## src/rtl/regfile_pkg.sv

```systemverilog
// Shared constants and helpers for the scoreboarded register file.
// Pure definitions; no state.
package regfile_pkg;

  localparam int XLEN_DEF  = 32;
  localparam int NREGS_DEF = 32;

  function automatic int addr_width(input int nregs);
    return (nregs < 2) ? 1 : $clog2(nregs);
  endfunction

  // Low bit of lane `port` in a packed multi-port bus of `width`-bit lanes.
  function automatic int port_lo(input int port, input int width);
    return port * width;
  endfunction

  function automatic int port_hi(input int port, input int width);
    return port * width + width - 1;
  endfunction

endpackage

```

## src/rtl/regfile_read_port.sv

```systemverilog
// One combinational read port: address mux, x0 forcing and optional write bypass.
// Zero latency; wr1 beats wr0 when both bypass to the same address.
module regfile_read_port
  import regfile_pkg::*;
#(
  parameter int XLEN   = XLEN_DEF,
  parameter int NREGS  = NREGS_DEF,
  parameter int BYPASS = 1,
  localparam int AW    = addr_width(NREGS)
) (
  input  logic [XLEN-1:0]  i_regs [NREGS],
  input  logic [NREGS-1:0] i_busy,
  input  logic [AW-1:0]    i_addr,
  input  logic             i_wr0_en,
  input  logic [AW-1:0]    i_wr0_addr,
  input  logic [XLEN-1:0]  i_wr0_data,
  input  logic             i_wr1_en,
  input  logic [AW-1:0]    i_wr1_addr,
  input  logic [XLEN-1:0]  i_wr1_data,
  output logic [XLEN-1:0]  o_data,
  output logic             o_busy
);

  logic w_hit0;
  logic w_hit1;

  assign w_hit0 = (BYPASS != 0) && i_wr0_en && (i_wr0_addr == i_addr);
  assign w_hit1 = (BYPASS != 0) && i_wr1_en && (i_wr1_addr == i_addr);

  // A same-cycle alloc is deliberately not bypassed into o_busy.
  always_comb begin
    o_data = '0;
    o_busy = 1'b0;
    if (i_addr != '0) begin
      o_data = i_regs[i_addr];
      o_busy = i_busy[i_addr];
      if (w_hit1) begin
        o_data = i_wr1_data;
        o_busy = 1'b0;
      end else if (w_hit0) begin
        o_data = i_wr0_data;
        o_busy = 1'b0;
      end
    end
  end

endmodule

```

## src/rtl/regfile_scoreboard.sv

```systemverilog
// Two-write, NRD-read register file with per-register busy scoreboard and busy counter.
// Writes land in 1 cycle; busy_count is the registered popcount of the updated busy bits.
module regfile_scoreboard
  import regfile_pkg::*;
#(
  parameter int XLEN   = XLEN_DEF,
  parameter int NREGS  = NREGS_DEF,
  parameter int NRD    = 2,
  parameter int BYPASS = 1,
  localparam int AW    = addr_width(NREGS)
) (
  input  logic                clk,
  input  logic                rst,
  input  logic [NRD*AW-1:0]   rd_addr,
  output logic [NRD*XLEN-1:0] rd_data,
  output logic [NRD-1:0]      rd_busy,
  input  logic                wr0_en,
  input  logic [AW-1:0]       wr0_addr,
  input  logic [XLEN-1:0]     wr0_data,
  input  logic                wr1_en,
  input  logic [AW-1:0]       wr1_addr,
  input  logic [XLEN-1:0]     wr1_data,
  input  logic                alloc_en,
  input  logic [AW-1:0]       alloc_addr,
  input  logic                flush,
  output logic [AW:0]         busy_count
);

  localparam int CW = AW + 1;

  logic [XLEN-1:0]  r_regs [NREGS];
  logic [NREGS-1:0] r_busy;
  logic [CW-1:0]    r_busy_count;
  logic [NREGS-1:0] w_busy_nxt;
  logic [CW-1:0]    w_busy_pop;
  logic             w_wr0_vld;
  logic             w_wr1_vld;

  assign w_wr0_vld = wr0_en && (wr0_addr != '0);
  assign w_wr1_vld = wr1_en && (wr1_addr != '0);

  // Alloc beats flush beats writeback clear; x0 is never busy.
  always_comb begin
    w_busy_nxt    = r_busy;
    w_busy_nxt[0] = 1'b0;
    for (int r = 1; r < NREGS; r++) begin
      if (alloc_en && (alloc_addr == AW'(r))) begin
        w_busy_nxt[r] = 1'b1;
      end else if (flush) begin
        w_busy_nxt[r] = 1'b0;
      end else if ((wr0_en && (wr0_addr == AW'(r))) || (wr1_en && (wr1_addr == AW'(r)))) begin
        w_busy_nxt[r] = 1'b0;
      end
    end
  end

  always_comb begin
    w_busy_pop = '0;
    for (int r = 0; r < NREGS; r++) begin
      w_busy_pop = w_busy_pop + CW'(w_busy_nxt[r]);
    end
  end

  // wr1 is issued after wr0 in this block so it wins an address collision.
  always_ff @(posedge clk) begin
    if (rst) begin
      r_busy       <= '0;
      r_busy_count <= '0;
      for (int r = 0; r < NREGS; r++) begin
        r_regs[r] <= '0;
      end
    end else begin
      r_busy       <= w_busy_nxt;
      r_busy_count <= w_busy_pop;
      if (w_wr0_vld) begin
        r_regs[wr0_addr] <= wr0_data;
      end
      if (w_wr1_vld) begin
        r_regs[wr1_addr] <= wr1_data;
      end
    end
  end

  assign busy_count = r_busy_count;

  for (genvar k = 0; k < NRD; k++) begin : g_rd
    regfile_read_port #(
      .XLEN   (XLEN),
      .NREGS  (NREGS),
      .BYPASS (BYPASS)
    ) u_rd_port (
      .i_regs     (r_regs),
      .i_busy     (r_busy),
      .i_addr     (rd_addr[port_hi(k, AW):port_lo(k, AW)]),
      .i_wr0_en   (wr0_en),
      .i_wr0_addr (wr0_addr),
      .i_wr0_data (wr0_data),
      .i_wr1_en   (wr1_en),
      .i_wr1_addr (wr1_addr),
      .i_wr1_data (wr1_data),
      .o_data     (rd_data[port_hi(k, XLEN):port_lo(k, XLEN)]),
      .o_busy     (rd_busy[k])
    );
  end

endmodule

```

## config.mk

```make
export PLATFORM = sky130hd
export DESIGN_NAME = regfile_scoreboard
export DESIGN_NICKNAME = d
export VERILOG_FILES = /design/src/rtl/regfile_pkg.sv /design/src/rtl/regfile_read_port.sv /design/src/rtl/regfile_scoreboard.sv
export SDC_FILE = /design/constraint.sdc
export NUM_CORES = 2
export LEC_CHECK = 0
export BUFFER_PORTS_ARGS = -buffer_cell sky130_fd_sc_hd__buf_2
export CAP_MARGIN = 20
export CORE_MARGIN = 2
export CORE_UTILIZATION = 25
export CTS_BUF_LIST = sky130_fd_sc_hd__clkbuf_8 sky130_fd_sc_hd__clkbuf_16
export DETAILED_ROUTE_END_ITERATION = 7
export PLACE_DENSITY_LB_ADDON = 0.15
export SLEW_MARGIN = 20
export SYNTH_ARGS = -nofsm -noshare
export SYNTH_HDL_FRONTEND = slang
export SYNTH_SLANG_ARGS = --single-unit
```

## constraint.sdc

```tcl
create_clock -name clk -period 6.1 [get_ports clk]
set_input_delay 0.305 -clock clk [delete_from_list [all_inputs] [get_ports clk]]
set_output_delay 0.305 -clock clk [all_outputs]
set_load 0.02 [all_outputs]
```

-- Word level (Yosys, flattened, before mapping)
Cells that the tools add are included.
- flip-flop bits (word level): 1062
- output and inout bits: 72
- logic and storage cells: 434
- input bits: 95
- equal/unequal tests: 97
- bitwise operators: 4
- magnitude comparators: 8
- reductions and logical operators: 136
- add/sub/neg operators: 30
- multiplexer cells: 124
- operator list (kind ; number):
    two-way mux 1024 bit ; 3
    bitwise mux 1024 bit ; 2
    two-way mux 32 bit ; 12
    binary-select mux 32 bit (select 5 bit) ; 2
    demux 32 bit (select 5 bit) ; 2
    == test 5 bit, second input constant ; 48
    adder 6 x 1 -> 6 bit ; 25
    == test 5 x 4 -> 1 bit, second input constant ; 24
    logical AND 1 bit ; 101
    two-way mux 1 bit ; 101
    == test 5 x 3 -> 1 bit, second input constant ; 12
    logical OR 1 bit ; 31
    == test 5 x 2 -> 1 bit, second input constant ; 6
    greater-or-equal comparator 6 bit, second input constant ; 4
    inverter 5 -> 6 bit ; 4
    == test 5 bit ; 4
    nonzero test 5 bit ; 4
    == test 5 x 1 -> 1 bit, second input constant ; 3
    < comparator 5 x 6 -> 1 bit, second input constant ; 2
    < comparator 6 x 1 -> 1 bit, second input constant ; 2
    binary-select mux 1 bit (select 5 bit) ; 2
    adder 5 x 1 -> 6 bit ; 1
    adder 4 x 1 -> 5 bit ; 1
    adder 3 x 1 -> 4 bit ; 1
    other kinds (2) ; 2

-- Longest topological paths before layout
- depth after elaboration: 36
- mapped depth: 25
- gate-level depth less buffers: 21

-- Hierarchy
A second synthesis with hierarchy kept.
- cells, all modules: 8249
- area, all modules: 70173.6 um^2
- by module, submodules not included (module ; instances ; cells an instance ; area an instance (um^2)):
    regfile_scoreboard ; 1 ; 6587 ; 51805.9
    regfile_read_port ; 2 ; 831 ; 9183.8

-- Least setup slack after synthesis
No wires, ideal clock.
- kind: input to register
- start point: input wr0_addr[0]
- end point: register r_busy_count[4] (netlist: busy_count[4])
- path buffers: 2
- stages on the path: 23
- library setup time: 128 ps
- arrival time: 6005 ps
- slack: -33 ps
- path through: buf_2 > or2_1 > nor2_1 > nand2_1 > clkbuf_1 > nand4b_1 > nand2_1 > fa_1 > inv_1 > fa_1 > fa_1 > inv_1 > fa_1 > fa_1 > inv_1 > fa_1 > inv_1 > fa_1 > fa_1 > a21o_1 > a21oi_1 > xor2_1 > nor2_1
- RTL lines (element ; RTL line ; text):
    start, declared ; regfile_scoreboard.sv:18 ; input logic [AW-1:0] wr0_addr,
    == test 5 bit ; regfile_scoreboard.sv:51 ; end else if ((wr0_en && (wr0_addr == AW'(r))) || (wr1_en && (wr1_addr == AW'(r)))) begin
    logical AND 1 bit ; regfile_scoreboard.sv:51 ;
    logical OR 1 bit ; regfile_scoreboard.sv:51 ;
    two-way mux 1 bit ; regfile_scoreboard.sv:51 ;
    two-way mux 1 bit ; regfile_scoreboard.sv:49 ; end else if (flush) begin
    two-way mux 1 bit ; regfile_scoreboard.sv:47 ; if (alloc_en && (alloc_addr == AW'(r))) begin
    net w_busy_nxt[24] ; regfile_scoreboard.sv:34 ; logic [NREGS-1:0] w_busy_nxt;
    adder 6 x 1 -> 6 bit (8 in series) ; regfile_scoreboard.sv:60 ; w_busy_pop = w_busy_pop + CW'(w_busy_nxt[r]);
    end signal, assigned ; regfile_scoreboard.sv:74 ; r_busy_count <= w_busy_pop;
    end, declared ; regfile_scoreboard.sv:33 ; logic [CW-1:0] r_busy_count;
The timed path passes the listed nets, and every way through them passes these cells.
A chain may end at the register's enable or synchronous reset.

-- Worst setup path after layout
- start point: input alloc_addr[4]
- end point: register r_busy_count[4] (netlist: busy_count[4])
- RTL lines (element ; RTL line ; text):
    start, declared ; regfile_scoreboard.sv:24 ; input logic [AW-1:0] alloc_addr,
    == test 5 bit ; regfile_scoreboard.sv:47 ;
    logical AND 1 bit ; regfile_scoreboard.sv:47 ;
    two-way mux 1 bit ; regfile_scoreboard.sv:47 ;
    net w_busy_nxt[28] ; regfile_scoreboard.sv:34 ;
    adder 6 x 1 -> 6 bit (4 in series) ; regfile_scoreboard.sv:60 ;
The timed path passes the listed nets, and every way through them passes these cells.

==> flow_summary.json <==
{
  "reg2regPathDepth": 17,
  "p_per_area_nw_per_um2": 244.7,
  "antenna_found_initial": 66,
  "gp_routability_congestion": 0.9182,
  "cts_root_buffer": "clkbuf_16",
  "hold_violations": 0,
  "synth-simple-area-share_pct": 15.53,
  "portBuffers": 166,
  "drc": 0,
  "r2r-start": "r_busy[6]",
  "synth_xor_area_share_pct": 0.2938,
  "syn_avg_cell_area_um2": 8.995,
  "first_iter_violations": 9597,
  "setup_viol": 0,
  "leakagePower_uw": 0.02543,
  "drv_cap": 0,
  "critical_path.startpoint": "alloc_addr[4]",
  "vdd.ir_drop.worst_mv": 0.1714,
  "critical_path_class": "in -> reg",
  "die_w_um": 516.1,
  "crit_path_end_kind": "flip-flop",
  "clk_pin_slew_ps": 60,
  "drive_above_1_share_pct": 19.85,
  "path_max_fanout": 3,
  "fp.dieH_um": 516.1,
  "die_area_um2": 266400,
  "ant_nets": 0,
  "track_usage_pct": 31.11,
  "setup_slack_ps": 283.7,
  "layout.nets": 7019,
  "async_flop_share_pct": 0,
  "tritoncts": "done",
  "netlist_area_um2": 65570,
  "clock_sinks": 1061,
  "yosys_warnings": 0,
  "synth_top_family_by_area": "compound AO/OA/AOI/OAI gates",
  "path_cells": "dlygate4sd3_1 > buf_2 > nand2_1 > dlygate4sd3_1 > nor2b_2 > nand2_1 > nand2_1 > fa_1 > inv_1 > fa_1 > fa_1 > inv_1 > fa_1 > fa_1 > inv_1 > fa_1 > inv_1 > fa_1 > fa_1 > a21o_1 > a21oi_1 > xor2_1 > nor2_1",
  "grt_pass1_wl_mm": 575.2,
  "io_pins": 167,
  "critPathMaxStageDelay_ps": 570,
  "skew_ps": 11.22,
  "cts_inserted_buffers": 138,
  "synth.distinct_cells": 69,
  "fin_hold_ws_ps": 42.46,
  "synth-seq-cells": 1061,
  "synth_top_area_share_pct": 32.39,
  "htree_levels": 4,
  "tightest_slew_ps": 1358,
  "post-place-ws_ps": -188.6,
  "multi_input_area_um2": 40110,
  "start_util_pct": 25.07,
  "drt-total-wl_mm": 428.1,
  "synth.area.mux_share_pct": 20.24,
  "netlist_instances": 7290,
  "yosys.area_share.adder_pct": 0.8358,
  "grt_pass1_vias": 63708,
  "ys_seq_area_share_pct": 32.39,
  "ys.flop_type": "dfxtp_1",
  "seq_area_um2": 21240,
  "worstPathArrival_ps": 6480,
  "rsz0062_at_grt": "no",
  "synth_edf_count": 0,
  "yosysTopAreaCell": "dfxtp_1",
  "area_growth_pct": 14.34,
  "grt_max_degree": 182,
  "hold_path_class": "in -> reg",
  "wl_per_cell_um": 40.39,
  "min_path_cells": 3,
  "grt-ovfl-total": 0,
  "syn_nets": 7415,
  "dp_hpwl_mm": 241.6,
  "yosys-top-cells-area": "dfxtp_1 32%, mux4_2 15%, a311oi_1 6.7%, nor2_1 6.1%, a211oi_1 5.8%",
  "total_power_uw": 18350,
  "crit_path_frequent_cell": "fa_1",
  "clock_latency_ps": 820,
  "coreArea_um2": 261600,
  "fmax_mhz": 171.9,
  "finalCritPeriodShare_pct": 95.35,
  "tns_ps": 0,
  "hp-start": "wr0_data[25]",
  "row_count": 188,
  "crit_path_top_delay_cell": "dlygate4sd3_1",
  "num_vias": 67711,
  "final_util_pct": 28.66,
  "status": "completed",
  "synth-compound-area-share_pct": 23.00,
  "required_ps": 6770,
  "cts_buffer_depth": 3,
  "critPathLaunchType": "primary input",
  "slew_violations": 0,
  "slew_headroom_pct": 8.505,
  "routed_via_density": 6.388,
  "finalCriticalPeriod_ps": 5816,
  "nFillCells": 27409,
  "firstDrtPassIters": 8
}
## flip-flops by register name, indices dropped and copies added, names as in the netlist
register	cells
busy_count	6
r_busy	31
r_regs	1024
## worst paths after layout
kind	endpoint	slack [ps]
worst max-delay path	busy_count[4]	280
worst min-delay path	r_regs[345]	40
worst max register to register	busy_count[4]	620
worst min register to register	r_regs[994]	480
## worst max-delay path, delay by kind of cell
family / cells / cell delay (ps)
AOI/OAI and AO/OA: 2 / 350
xor gates and xnor gates: 1 / 170
buffers and inverters: 7 / 1450
adders and majority gates: 8 / 3850
and+or+nand+nor: 5 / 350
## layer usage
metal,routed length (µm),global-route usage (%),part of all wire (%),up-vias
li1,-,-,-,27109
met1,162100,37.86,38,34439
met2,185100,46.78,43,4788
met3,43810,8.218,10,1345
met4,36890,23.70,8.6,30
met5,180,0,0.042,-
## cell families (layout without fill, tap and decap cells)
kind of cell / count (synthesis) / in the layout
adder cells (fa/ha/maj): 30 / 30
buffers and inverters: 1143 / 852
multiplexers: 767 / 767
XOR/XNOR: 22 / 22
other: 0 / 85
AO/OA/AOI/OAI: 1886 / 1886
flip-flops: 1061 / 1061
AND/OR/NAND/NOR: 2381 / 2381
## cells in the final DEF (no fill, tap or decap), drive strengths merged, types with 35 or more instances in the layout
cell type,n
o22ai,84
nor2,1057
nand3,508
clkbuf,173
inv,103
a311oi,502
nor3,38
a32oi,92
a22oi,381
buf,521
diode,85
mux4,442
mux2,50
a21oi,35
o221ai,40
nand2,603
nor2b,78
a221oi,38
mux2i,275
a211oi,507
dfxtp,1061
## cell usage after synthesis (all sizes together), types with 10 or more instances
master and instances:
o22ai 84, mux2i 275, a211oi 507, fa 23, a32oi 92, nand4b 16, o221ai 40, a22o 32
buf 336, nor2b 78, nand3 508, nor3b 11, dfxtp 1061, nand2 603, o31ai 10, inv 61
a221oi 38, nor2 1057, a311oi 502, a22oi 381, xor2 11, mux2 50, a21oi 35, o32ai 31
and2 33, o41ai 22, o21a 23, a2111oi 11, a31oi 33, mux4 442, clkbuf 746, nor3 38
a211o 30, xnor2 11
## power by group
| part | total [µW] | internal, µW | switching, µW |
|---|---|---|---|
| clock | 8560 | 4870 | 3690 |
| sequential | 7170 | 7060 | 102 |
| combinational | 2630 | 716 | 1910 |
| total | 18300 | 12600 | 5700 |
## through the flow
stage / instance area, µm² / instances
3_5_place_dp: 69910 / 10245
6_report: 74970 / 10599
3_3_place_gp: 69830 / 10243
5_1_grt: 74920 / 10577
2_1_floorplan: 65590 / 7290
4_1_cts: 74730 / 10513
## cell type report
| cell class | count | share of cell area, % |
|---|---|---|
| inverters | 61 | 0.3054 |
| clock inverters | 74 | 0.8595 |
| diodes | 85 | 0.2837 |
| flip-flops and latches | 1061 | 28.33 |
| well taps | 3515 | 5.866 |
| clock buffers | 171 | 5.257 |
| repair buffers | 546 | 5.601 |
| multi-input cells | 5086 | 53.50 |
## timing repair
item / 4_1_cts / 5_1_grt
hold buffers: 23 / 0
setup endpoints to repair: 0 / 1
endpoints found under the hold margin: 126 / 0
gates resized for setup: 0 / 1
setup buffers: 0 / 0
No activity file was read; power rests on OpenSTA's default activity.
